## config.mk

```make
export PLATFORM = sky130hd
export DESIGN_NAME = dctc_mc_flat
export DESIGN_NICKNAME = d
export VERILOG_FILES = /design/src/rtl/dctc_pkg.sv /design/src/rtl/dctc_mc_if.sv /design/src/rtl/dctc_consec_cnt.sv /design/src/rtl/dctc_mc.sv /design/src/flat_wrapper.sv
export SDC_FILE = /design/constraint.sdc
export NUM_CORES = 1
export LEC_CHECK = 0
export CORE_AREA = 2 2 174 176
export DETAILED_ROUTE_END_ITERATION = 7
export DIE_AREA = 0 0 176 178
export PLACE_DENSITY = 0.68
export RECOVER_POWER = 25
export SLEW_MARGIN = 25
export SYNTH_ARGS = -nofsm -noshare
export SYNTH_HDL_FRONTEND = slang
export SYNTH_SLANG_ARGS = --single-unit
```

## constraint.sdc

```tcl
create_clock -name clk -period 12.45 [get_ports clk]
set_clock_uncertainty 0.15 [all_clocks]
set_input_delay 1.8675 -clock clk [delete_from_list [all_inputs] [get_ports clk]]
set_output_delay 1.8675 -clock clk [all_outputs]
set_load 0.02 [all_outputs]
```

## src/rtl/dctc_pkg.sv

```systemverilog
// Shared types and default constants for the DCTC multi-channel distance detector.
package dctc_pkg;

    localparam int DEF_NUM_CH    = 8;
    localparam int DEF_SAMPLE_W  = 18;
    localparam int DEF_FEAT_W    = 17;
    localparam int DEF_ADDR_W    = 8;
    localparam int DEF_BASE_ADDR = 18;
    localparam int DEF_ACC_W     = 20;

    // 10.0 in Q8.12
    localparam logic [DEF_ACC_W-1:0] DEF_THRESHOLD = 20'h0A000;

    typedef enum logic [2:0] {
        IDLE,
        ADDR,
        READ,
        CAP,
        DIST,
        DECIDE
    } state_t;

    // A required run length of zero is treated as one window.
    function automatic logic [3:0] consec_floor(input logic [3:0] n);
        return (n == 4'd0) ? 4'd1 : n;
    endfunction

endpackage

```

## src/rtl/dctc_mc_if.sv

```systemverilog
// FIFO read port: address and strobe out, sample back one cycle after the strobe.
interface dctc_mc_if
    import dctc_pkg::*;
#(
    parameter int ADDR_W   = DEF_ADDR_W,
    parameter int SAMPLE_W = DEF_SAMPLE_W
);
    logic [ADDR_W-1:0]   fifo_addr;
    logic                fifo_read;
    logic [SAMPLE_W-1:0] fifo_sample;

    modport master (output fifo_addr, output fifo_read, input fifo_sample);
    modport slave  (input fifo_addr, input fifo_read, output fifo_sample);
endinterface

```

## src/rtl/dctc_consec_cnt.sv

```systemverilog
// Saturating count of consecutive exceeding windows and the alarm compare.
module dctc_consec_cnt
    import dctc_pkg::*;
(
    input  logic       clk,
    input  logic       reset,
    input  logic       update,
    input  logic       exceed,
    input  logic [3:0] consec_n,
    output logic       alarm
);
    logic [3:0] hit_cnt;
    logic [3:0] hit_next;
    logic [3:0] need;

    // Next hit count: saturating increment on exceed, clear otherwise.
    always_comb begin
        hit_next = hit_cnt;
        need     = consec_floor(consec_n);
        if (exceed) begin
            if (hit_cnt != 4'hF) begin
                hit_next = hit_cnt + 4'd1;
            end
        end else begin
            hit_next = 4'd0;
        end
    end

    // Counter and alarm change only on a window decision; they hold otherwise.
    always_ff @(posedge clk) begin
        if (reset) begin
            hit_cnt <= 4'd0;
            alarm   <= 1'b0;
        end else if (update) begin
            hit_cnt <= hit_next;
            alarm   <= (hit_next >= need);
        end
    end

endmodule

```

## src/rtl/dctc_mc.sv

```systemverilog
// Window controller: reads one FIFO sample per channel, accumulates live and
// reference sums, and reports their absolute difference and an alarm level.
//
// state  | meaning
// IDLE   | waiting for start; snapshot reference on start
// ADDR   | present FIFO address for current channel
// READ   | one-cycle FIFO read strobe
// CAP    | accumulate returned sample and reference sample
// DIST   | latch |sum - ref_sum|
// DECIDE | update hit counter and alarm, finish pulse follows
module dctc_mc
    import dctc_pkg::*;
#(
    parameter int NUM_CH    = DEF_NUM_CH,
    parameter int SAMPLE_W  = DEF_SAMPLE_W,
    parameter int FEAT_W    = DEF_FEAT_W,
    parameter int ADDR_W    = DEF_ADDR_W,
    parameter int BASE_ADDR = DEF_BASE_ADDR,
    parameter int ACC_W     = FEAT_W + $clog2(NUM_CH)
)(
    input  logic                       clk,
    input  logic                       reset,
    input  logic                       start,
    input  logic [NUM_CH*SAMPLE_W-1:0] ref_samples,
    input  logic [ACC_W-1:0]           threshold,
    input  logic [3:0]                 consec_n,
    dctc_mc_if.master                  fifo,
    output logic [ACC_W-1:0]           distance,
    output logic                       dctc_finish,
    output logic                       seizure_prediction
);
    localparam int CH_W = $clog2(NUM_CH);

    state_t            state;
    state_t            state_next;
    logic [CH_W-1:0]   ch;
    logic [ACC_W-1:0]  sum;
    logic [ACC_W-1:0]  ref_sum;
    logic [FEAT_W-1:0] snap [NUM_CH];
    logic              read_strb;
    logic              last_ch;

    assign last_ch        = (ch == CH_W'(NUM_CH - 1));
    assign fifo.fifo_read = read_strb;

    // State register.
    always_ff @(posedge clk) begin
        if (reset) begin
            state <= IDLE;
        end else begin
            state <= state_next;
        end
    end

    // Next-state and read strobe decode.
    always_comb begin
        state_next = state;
        read_strb  = 1'b0;
        unique case (state)
            IDLE:    if (start) state_next = ADDR;
            ADDR:    state_next = READ;
            READ: begin
                read_strb  = 1'b1;
                state_next = CAP;
            end
            CAP:     state_next = last_ch ? DIST : ADDR;
            DIST:    state_next = DECIDE;
            DECIDE:  state_next = IDLE;
            default: state_next = IDLE;
        endcase
    end

    // Datapath: snapshot, channel index, accumulators, address and distance.
    // Only the feature bits of each reference sample are kept in the snapshot.
    always_ff @(posedge clk) begin
        if (reset) begin
            ch             <= '0;
            sum            <= '0;
            ref_sum        <= '0;
            fifo.fifo_addr <= '0;
            distance       <= '0;
            dctc_finish    <= 1'b0;
            for (int i = 0; i < NUM_CH; i++) begin
                snap[i] <= '0;
            end
        end else begin
            dctc_finish <= (state == DECIDE);
            unique case (state)
                IDLE: begin
                    if (start) begin
                        ch      <= '0;
                        sum     <= '0;
                        ref_sum <= '0;
                        for (int i = 0; i < NUM_CH; i++) begin
                            snap[i] <= ref_samples[i*SAMPLE_W +: FEAT_W];
                        end
                    end
                end
                ADDR: fifo.fifo_addr <= ADDR_W'(BASE_ADDR) + ADDR_W'(ch);
                CAP: begin
                    sum     <= sum + ACC_W'(fifo.fifo_sample[FEAT_W-1:0]);
                    ref_sum <= ref_sum + ACC_W'(snap[ch]);
                    if (!last_ch) begin
                        ch <= ch + CH_W'(1);
                    end
                end
                DIST: distance <= (sum >= ref_sum) ? (sum - ref_sum) : (ref_sum - sum);
                default: ;
            endcase
        end
    end

    // Sample bits above the feature width are deliberately ignored.
    generate
        if (FEAT_W < SAMPLE_W) begin : g_hi_bits
            logic unused_hi;
            always_comb begin
                unused_hi = ^fifo.fifo_sample[SAMPLE_W-1:FEAT_W];
                for (int i = 0; i < NUM_CH; i++) begin
                    unused_hi = unused_hi ^ (^ref_samples[i*SAMPLE_W+FEAT_W +: SAMPLE_W-FEAT_W]);
                end
            end
        end
    endgenerate

    dctc_consec_cnt u_consec (
        .clk      (clk),
        .reset    (reset),
        .update   (state == DECIDE),
        .exceed   (distance > threshold),
        .consec_n (consec_n),
        .alarm    (seizure_prediction)
    );

endmodule

```

## src/flat_wrapper.sv

```systemverilog
// flat-port wrapper written by rule: the top's interface ports become plain ports
module dctc_mc_flat import dctc_pkg::*;
#(
    parameter int NUM_CH    = DEF_NUM_CH,
    parameter int SAMPLE_W  = DEF_SAMPLE_W,
    parameter int FEAT_W    = DEF_FEAT_W,
    parameter int ADDR_W    = DEF_ADDR_W,
    parameter int BASE_ADDR = DEF_BASE_ADDR,
    parameter int ACC_W     = FEAT_W + $clog2(NUM_CH)
)
  (clk, reset, start, ref_samples, threshold, consec_n, distance, dctc_finish, seizure_prediction, fifo_fifo_addr, fifo_fifo_read, fifo_fifo_sample);
  dctc_mc_if #(.ADDR_W(ADDR_W), .SAMPLE_W(SAMPLE_W)) fifo_i ();
  input  logic clk;
  input  logic reset;
  input  logic start;
  input  logic [NUM_CH*SAMPLE_W-1:0] ref_samples;
  input  logic [ACC_W-1:0] threshold;
  input  logic [3:0] consec_n;
  output logic [ACC_W-1:0] distance;
  output logic dctc_finish;
  output logic seizure_prediction;
  output wire logic [$bits(fifo_i.fifo_addr)-1:0] fifo_fifo_addr;
  output wire logic [$bits(fifo_i.fifo_read)-1:0] fifo_fifo_read;
  input wire logic [$bits(fifo_i.fifo_sample)-1:0] fifo_fifo_sample;
  assign fifo_fifo_addr = fifo_i.fifo_addr;
  assign fifo_fifo_read = fifo_i.fifo_read;
  assign fifo_i.fifo_sample = fifo_fifo_sample;
  dctc_mc #(.NUM_CH(NUM_CH), .SAMPLE_W(SAMPLE_W), .FEAT_W(FEAT_W), .ADDR_W(ADDR_W), .BASE_ADDR(BASE_ADDR), .ACC_W(ACC_W)) u_core (.clk(clk), .reset(reset), .start(start), .ref_samples(ref_samples), .threshold(threshold), .consec_n(consec_n), .fifo(fifo_i), .distance(distance), .dctc_finish(dctc_finish), .seizure_prediction(seizure_prediction));
endmodule
```

======== Yosys cells after proc, flatten, opt, wreduce, memory -nomap -nowiden ========
Memory sizes are Yosys's and may differ from the RTL's. A register that Yosys moved wholly into a read port is not among the register bits.
Cells that the tools add are included.
storage, ports and cells
  register bits after elaboration ......... 80
  RAM bits ................................ 136
  input port bits ......................... 189
  output and inout bits ................... 31
  memories ................................ 1
operators by class
  $add $sub $neg .......................... 7
  $lt $le $gt $ge ......................... 3
  equality and inequality tests ........... 9
  muxes and demuxes ....................... 30
  bitwise operators ....................... 8
  reductions and logical operators ........ 5
memories
  name         words  width  read ports  clocked after memory_dff  write ports  RTL line       text
  u_core.snap  8      17     1           1                         8            dctc_mc.sv:39  logic [FEAT_W-1:0] snap [NUM_CH];
operator list
  operator                                              number
  2-to-1 mux 17 bit                                     8
  case mux 20 bit (2 select lines)                      2
  adder 20 x 17 -> 20 bit                               2
  2-to-1 mux 20 bit                                     2
  subtractor 20 bit                                     2
  >= comparator 20 bit                                  1
  > comparator 20 bit                                   1
  2-to-1 mux 3 bit                                      6
  case mux 3 bit (5 select lines)                       1
  2-to-1 mux 4 bit                                      3
  equality test 3 bit (second input constant)           3
  OR 1 bit                                              8
  2-to-1 mux 1 bit                                      7
  adder 5 x 3 -> 6 bit (first input constant)           1
  equality test 3 x 2 -> 1 bit (second input constant)  2
  case mux 3 bit (2 select lines)                       1
  adder 4 x 1 -> 4 bit (second input constant)          1
  >= comparator 4 bit                                   1
  logical NOT 4 bit                                     1
  != test 2 bit (second input constant)                 2
  != test 4 bit (second input constant)                 1
  adder 3 x 1 -> 3 bit (second input constant)          1
  equality test 3 x 1 -> 1 bit (second input constant)  1
  logical NOT 3 bit                                     1
  other kinds (3)                                       3

======== Longest topological paths before layout ========
Gate-level depths: netlist of run 1.
  depth in word-level cells ............... 5
  depth in mapped cells ................... 16

======== Cells and area by module ========
From an unflattened synthesis of run 1, not the netlist that was laid out.
second synthesis, totals
  cell total of the unflattened synthesis .. 1287
  area total of the unflattened synthesis .. 13394.1 sq um
modules (own cells, without submodules)
  module           instances  cells an instance  area each (sq um)  sequential area each (sq um)
  dctc_mc          1          1241               13011.2            5585.4
  dctc_consec_cnt  1          46                 382.9              100.1

======== Worst setup path after synthesis of run 1 ========
Ideal clock, no wire load.
  kind .................................... in2reg
  start point ............................. in start
  end point ............................... reg u_core.ref_sum[15]
  library setup time ...................... 0.117 ns
  arrival ................................. 5.915 ns
  data required time ...................... 12.183 ns
  path slack .............................. 6.268 ns
  stages on the path ...................... 6
  buffers on the path ..................... 1
  path through ............................ nor4b_1 > nor2_1 > inv_1 > nor2_1 > clkbuf_1 > a22o_1
between the ends
  longest elaborated chain between the ends .. 2
ends and longest elaborated chain
  element                               RTL line            text
  from (decl)                           flat_wrapper.sv:15  input logic start;
  != test 2 bit (no source line)        --
  AND reduction 2 bit (no source line)  --
  to (signal assigned)                  dctc_mc.sv:102      ref_sum <= ref_sum + ACC_W'(snap[ch]);
  to (decl)                             dctc_mc.sv:38       logic [ACC_W-1:0] ref_sum;
No other way between the ends.
A chain may end at the register's enable or synchronous reset.

==> results of run 1 <==
metal layers:
layer,GRT usage,part of all wire,vias to the layer above
met5,0,0,-
met4,0.0437,0.016,0
met3,0.0298,0.059,31
met2,0.322,0.46,309
met1,0.272,0.47,4528
li1,-,-,4879
area by class of cell:
class                   instances  area share
flip-flops and latches        216       0.351
clock inverters                14     0.00664
repair buffers                214       0.131
clock buffers                  28      0.0380
multi-input cells             876       0.423
well taps                     390      0.0301
inverters                      88      0.0207
cell families (layout without fill, tap and decap cells):
| logic type | Yosys count | after routing | share of synthesized area |
|---|---|---|---|
| and+or+nand+nor | 379 | 379 | 0.156 |
| AOI/OAI and AO/OA | 283 | 283 | 0.150 |
| DFF | 216 | 216 | 0.433 |
| buffers and inverters | 154 | 344 | 0.0473 |
| adders and majority gates | 105 | 105 | 0.102 |
| muxes | 66 | 66 | 0.0847 |
| xor gates and xnor gates | 40 | 40 | 0.0267 |
| other | 1 | 3 | 0.000285 |
metrics by stage:
step / hold slack (ns) / util
finish: 0.333 / 0.551
global route: 0.363 / 0.551
CTS: 0.335 / 0.551
detailed placement: 0.328 / 0.527
global placement: 0.307 / 0.527
floorplan: 0.298 / -
power by group through the flow:
stage | logic [mW] | clock network (mW) | registers, mW
after global routing | 0.373 | 0.706 | 0.840
final | 0.339 | 0.661 | 0.835
after CTS | 0.341 | 0.676 | 0.836
after global placement | 0.336 | 0 | 0.848
after detailed placement | 0.340 | 0 | 0.851
after floorplan | 0.231 | 0 | 0.847
layout by cell type, fill, tap and decap left out, types with 27 or more instances in the layout:
cell / instances
clkdlybuf4s50_1: 179
edfxtp_1: 136
and2_1: 108
ha_1: 101
inv_1: 87
nor2_1: 83
dfxtp_1: 78
a21oi_1: 66
nor2b_1: 46
a21o_1: 44
nand2_1: 43
o21ai_0: 38
mux4_2: 34
dlygate4sd3_1: 27
worst paths after layout:
kind                            startpoint                        to  slack (ns)  cells after the start
setup / recovery                     reset             u_core.sum[9]        5.74                      4
hold / removal    u_core.fifo.fifo_addr[4]  u_core.fifo.fifo_addr[4]        0.33                      2
setup reg to reg                  register        u_core.ref_sum[19]        7.53                     14
hold reg to reg   u_core.fifo.fifo_addr[4]  u_core.fifo.fifo_addr[4]        0.33                      2
flip-flops by register name (all words and copies together), names as in the netlist, named ones only:
register	flops
u_core.snap	136
u_core.distance	20
u_core.ref_sum	20
u_core.sum	20
u_core.fifo.fifo_addr	5
u_core.u_consec.hit_cnt	4
u_core.ch	3
u_core.state	3
u_core.dctc_finish	1
u_core.u_consec.alarm	1
worst reg2reg max path: cells and delay by family, from the launching register on:
family | cells | cell delay, ns
AOI/OAI and AO/OA | 7 | 2.09
adders and majority gates | 1 | 0.28
buffers and inverters | 2 | 0.63
DFF | 1 | 0.31
muxes | 3 | 1.23
and+or+nand+nor | 1 | 0.10
==> impl_metrics.py, run 1 <==
metrics = {
    "setup_path": {
        "cp_data_required_time_ns": 12.71,
        "crit_chain": "clkbuf_1 -> clkbuf_1 -> nor2_1 -> a32o_1",
        "crit_buf_inv": 2,
        "cpPeakStageDelay_ns": 1.97,
        "path_max_fanout": 59,
        "crit_type": "primary input to register",
        "cp-start-kind": "primary input",
        "path_common_cell": "clkbuf_1",
        "end_kind": "register",
        "critical_path.top_delay_family": "buffers and inverters",
        "worstPathArrival_ns": 6.97,
        "cpMaxStageDelayCell": "clkbuf_1",
    },
    "pwr": {
        "pwr-share-seq": 0.455,
        "total_power_mw": 1.84,
        "comb_power_share": 0.185,
        "p_leak_nw": 6.65,
        "p_switching_mw": 0.476,
        "vdd_drop_max_v": 0.0000787,
        "clockPowerShare": 0.360,
        "p_sw_frac": 0.259,
        "power.internal_mw": 1.36,
        "p_per_area_nw_per_um2": 113,
    },
    "synthesis": {
        "synth-edff-count": 136,
        "synth_most_common_cell": "edfxtp_1",
        "ys_seq_elements": 216,
        "yosys_warnings": 0,
        "yosysUniqueCellTypes": 76,
        "avgSynthCellArea_um2": 10.6,
        "syn_area_um2": 13100,
        "synthArstFlopShare": 0,
        "synthTopCellsByArea": "edfxtp_1 31%, dfxtp_1 12%, ha_1 9.6%",
        "syn_inst": 1244,
        "synth_common_cells": "136 x edfxtp_1, 108 x and2_1, 101 x ha_1",
        "yosysTopAreaCell": "edfxtp_1",
        "seq_area_frac_synth": 0.433,
        "synth_top_cell_area_share": 0.311,
        "ys.flop_type": "edfxtp_1",
    },
    "timing": {
        "drv_slew": 111,
        "setup_ws_ns": 5.74,
        "tightestPinTransition_ns": 2.61,
        "setup_tns_ns": 0,
        "finalHoldViolCount": 0,
        "rsz0062_at_grt": "no",
        "finalCritPeriodShare": 0.539,
        "relSlewSlack": -0.742,
        "min_period_ns": 6.71,
        "max_freq_ghz": 0.149,
        "setup_viol": 0,
    },
    "cts": {
        "clkSinkCount": 216,
        "cts_resized": 0,
        "ctsRootBufferMaster": "clkbuf_16",
        "cts_tree": "done",
        "cts_buffer_depth": 3,
        "hold_buffers": 0,
        "cts.reportedPaths.clkPinSlew_ns": 0.06,
        "worstSkewPairLatency_ns": 0.53,
        "post_cts.repair.setup_buffers": 0,
        "cts-buffers-inserted": 24,
        "htreeDepth": 1,
    },
    "routing": {
        "vias": 9747,
        "drt_iter0_drc": 518,
        "vias_per_cell": 5.34,
        "drc": 0,
        "wl_um": 30400,
        "wl_per_cell_um": 16.6,
        "drtPass1Iterations": 7,
        "drtAntennaViolNets": 0,
    },
    "run": {
        "cap_violations": 2,
    },
    "global_route": {
        "grt_pass1_vias": 9437,
        "grt_pass1_wl_um": 48800,
        "grt.overflow.total": 0,
        "groute.usage.overall": 0.195,
        "grt_start_max_net_pins": 103,
        "antenna_found_initial": 0,
    },
    "layout": {
        "layout.nets": 1714,
        "drive_gt1_frac": 0.0773,
        "n_fill_cell": 2566,
        "fin_cells": 1826,
        "regArea_um2": 5690,
        "final_area_um2": 16200,
        "multiInputGateArea_um2": 6850,
        "antenna_cells": 0,
        "area_growth_pct": 23.3,
    },
    "floorplanning": {
        "ioPinCount": 220,
        "die_h_um": 178,
        "initial_core_util": 0.447,
        "fp.dieArea_um2": 31300,
        "rows": 63,
        "coreArea_um2": 29400,
        "die_w_um": 176,
    },
    "placed_design": {
        "dpl.hpwl_um": 22600,
        "routabilityCongestion": 0.865,
        "port_buffers": 207,
        "post-place-ws_ns": 7.17,
        "placed_area_um2": 15500,
        "post-place-cells": 1784,
    },
    "min_path": {
        "hp-class": "register to register",
    },
    "status": {
        "violations": "max-capacitance violations, max-slew violations",
        "status": "complete, but fails checks",
    },
}
(Power assumes the default switching activity.)
==> run 2, diff against run 1 <==
--- a/config.mk
+++ b/config.mk
@@ -8,7 +8,7 @@
 export CORE_AREA = 2 2 174 176
 export DETAILED_ROUTE_END_ITERATION = 7
 export DIE_AREA = 0 0 176 178
-export PLACE_DENSITY = 0.68
+export PLACE_DENSITY = 0.71
 export RECOVER_POWER = 25
 export SLEW_MARGIN = 25
 export SYNTH_ARGS = -nofsm -noshare
==> constraint.sdc (replaced) <==
create_clock -name clk -period 5.85 [get_ports clk]
set_clock_uncertainty 0.15 [all_clocks]
set_input_delay 0.8775 -clock clk [delete_from_list [all_inputs] [get_ports clk]]
set_output_delay 0.8775 -clock clk [all_outputs]
set_load 0.02 [all_outputs]
==> impl_metrics.py, run 2 (synthesized netlist as in run 1, its figures left out) <==
metrics = {
    "layout": {
        "utilization": 0.551,
        "drive_gt1_frac": 0.0772,
        "layout_common_cells": "178 x clkdlybuf4s50_1, 136 x edfxtp_1, 103 x and2_1, 101 x ha_1, 87 x inv_1",
        "antenna_cells": 0,
        "largest_register_ffs": 136,
        "n_fill_cell": 2555,
        "final_common_cell": "clkdlybuf4s50_1",
        "top_register": "u_core.snap",
        "area_growth_pct": 23.2,
        "layout.nets": 1716,
    },
    "floorplanning": {
        "fp.dieArea_um2": 31300,
        "rows": 63,
        "coreArea_um2": 29400,
        "die_h_um": 178,
        "die_w_um": 176,
        "ioPinCount": 220,
        "initial_core_util": 0.447,
    },
    "timing": {
        "drv_slew": 161,
        "min_period_ns": 4.98,
        "finalCritPeriodShare": 0.851,
        "finalHoldViolCount": 0,
        "tightestPinTransition_ns": 3.52,
        "relSlewSlack": -1.34,
        "max_freq_ghz": 0.201,
        "setup_viol": 0,
        "setup_tns_ns": 0,
        "rsz0062_at_grt": "no",
    },
    "global_route": {
        "grt.overflow.total": 0,
        "grt_use_met3": 0.0305,
        "busiest_layer": "met2",
        "grtUsageMet1": 0.272,
        "groute.usage.overall": 0.199,
        "grt_pass1_vias": 9586,
        "grt_start_max_net_pins": 92,
        "met2_usage": 0.336,
        "grt_pass1_wl_um": 49600,
        "antenna_found_initial": 0,
    },
    "setup_path": {
        "worstPathArrival_ns": 4.91,
        "crit_chain": "clkbuf_1 -> clkbuf_1 -> nor2b_1",
        "end_kind": "register",
        "r2r-end": "u_core.ref_sum[19]",
        "crit_type": "primary input to register",
        "path_max_fanout": 73,
        "path_common_cell": "clkbuf_1",
        "critical_path.top_delay_family": "buffers and inverters",
        "crit_buf_inv": 2,
        "startpoint": "reset",
        "cpMaxStageDelayCell": "clkbuf_1",
        "r2r_slack_ns": 1.09,
        "crit_path_end": "u_core.snap[6][6]",
        "cp.depth": 3,
        "reg2reg_depth": 13,
        "cpPeakStageDelay_ns": 2.55,
        "cp_data_required_time_ns": 5.78,
        "cp-start-kind": "primary input",
    },
    "routing": {
        "wl_um": 31200,
        "drt_iter0_drc": 610,
        "vias": 9840,
        "drc": 0,
        "drtAntennaViolNets": 0,
        "wl_per_cell_um": 17.1,
        "drtPass1Iterations": 5,
        "vias_per_cell": 5.39,
    },
    "cts": {
        "clkSinkCount": 216,
        "worstSkewPairLatency_ns": 0.52,
        "hold_buffers": 0,
        "post_cts.repair.setup_buffers": 0,
        "cts_buffer_depth": 3,
        "cts.reportedPaths.clkPinSlew_ns": 0.06,
        "cts_tree": "done",
        "cts_resized": 0,
        "ctsRootBufferMaster": "clkbuf_16",
        "htreeDepth": 1,
        "cts-buffers-inserted": 24,
    },
    "pwr": {
        "vdd_drop_max_v": 0.000163,
        "p_leak_nw": 6.64,
        "p_per_area_nw_per_um2": 239,
    },
    "placed_design": {
        "port_buffers": 207,
        "routabilityCongestion": 0.903,
        "dpl.hpwl_um": 23600,
    },
    "status": {
        "violations": "max-capacitance violations, max-slew violations",
        "status": "complete, but fails checks",
    },
    "run": {
        "cap_violations": 3,
    },
    "min_path": {
        "hp-class": "register to register",
    },
}
run 2: how the worst min path moves through the flow:
stage / from / endpoint / slack [ns] / cells after the start
after floorplan: u_core.sum[19] / u_core.sum[19] / 0.30 / 1
after global placement: u_core.fifo.fifo_addr[4] / u_core.fifo.fifo_addr[4] / 0.31 / 2
after detailed placement: u_core.distance[7] / u_core.distance[7] / 0.33 / 2
after CTS: u_core.distance[7] / u_core.distance[7] / 0.34 / 2
after global routing: u_core.fifo.fifo_addr[4] / u_core.fifo.fifo_addr[4] / 0.35 / 2
final: u_core.fifo.fifo_addr[4] / u_core.fifo.fifo_addr[4] / 0.33 / 2
run 2: metrics by stage:
stage          hold slack, ns  std cells  power [mW]  setup slack (ns)  cell area [µm²]
6_report                0.330       1827        3.88             0.873            16200
5_1_grt                 0.348       1827        4.05             0.374            16200
4_1_cts                 0.337       1827        3.91             0.996            16200
3_5_place_dp            0.330       1786        2.54              1.02            15500
3_3_place_gp            0.307       1786        2.52              1.15            15500
2_1_floorplan           0.298       1246        2.29             0.658            13200
run 2: tightest hold or removal path: cells and delay by family (launching register included):
family | cells | cell delay [ns]
flip-flops | 1 | 0.33
AND/OR/NAND/NOR | 2 | 0.12
run 2: final cells by class:
type                            count  area (µm²)  area share
Clock buffer                       30         644      0.0398
Clock inverter                     11        63.8     0.00394
Inverter                           88         335      0.0207
Multi-Input combinational cell    876        6850       0.423
Sequential cell                   216        5690       0.351
Tap cell                          390         488      0.0301
Timing Repair Buffer              216        2130       0.131
run 2: power by group:
part	internal (mW)	leakage [nW]	switching [mW]
Combinational	0.354	4.20	0.369
Clock	0.778	0.336	0.597
Sequential	1.74	2.10	0.0372
Total	2.87	6.64	1.00
run 2: metal layers:
layer,vias up,wire (µm),part of all wire
met5,-,0,0
met4,0,516,0.017
met3,38,2000,0.064
met2,326,14400,0.46
met1,4590,14300,0.46
li1,4886,-,-
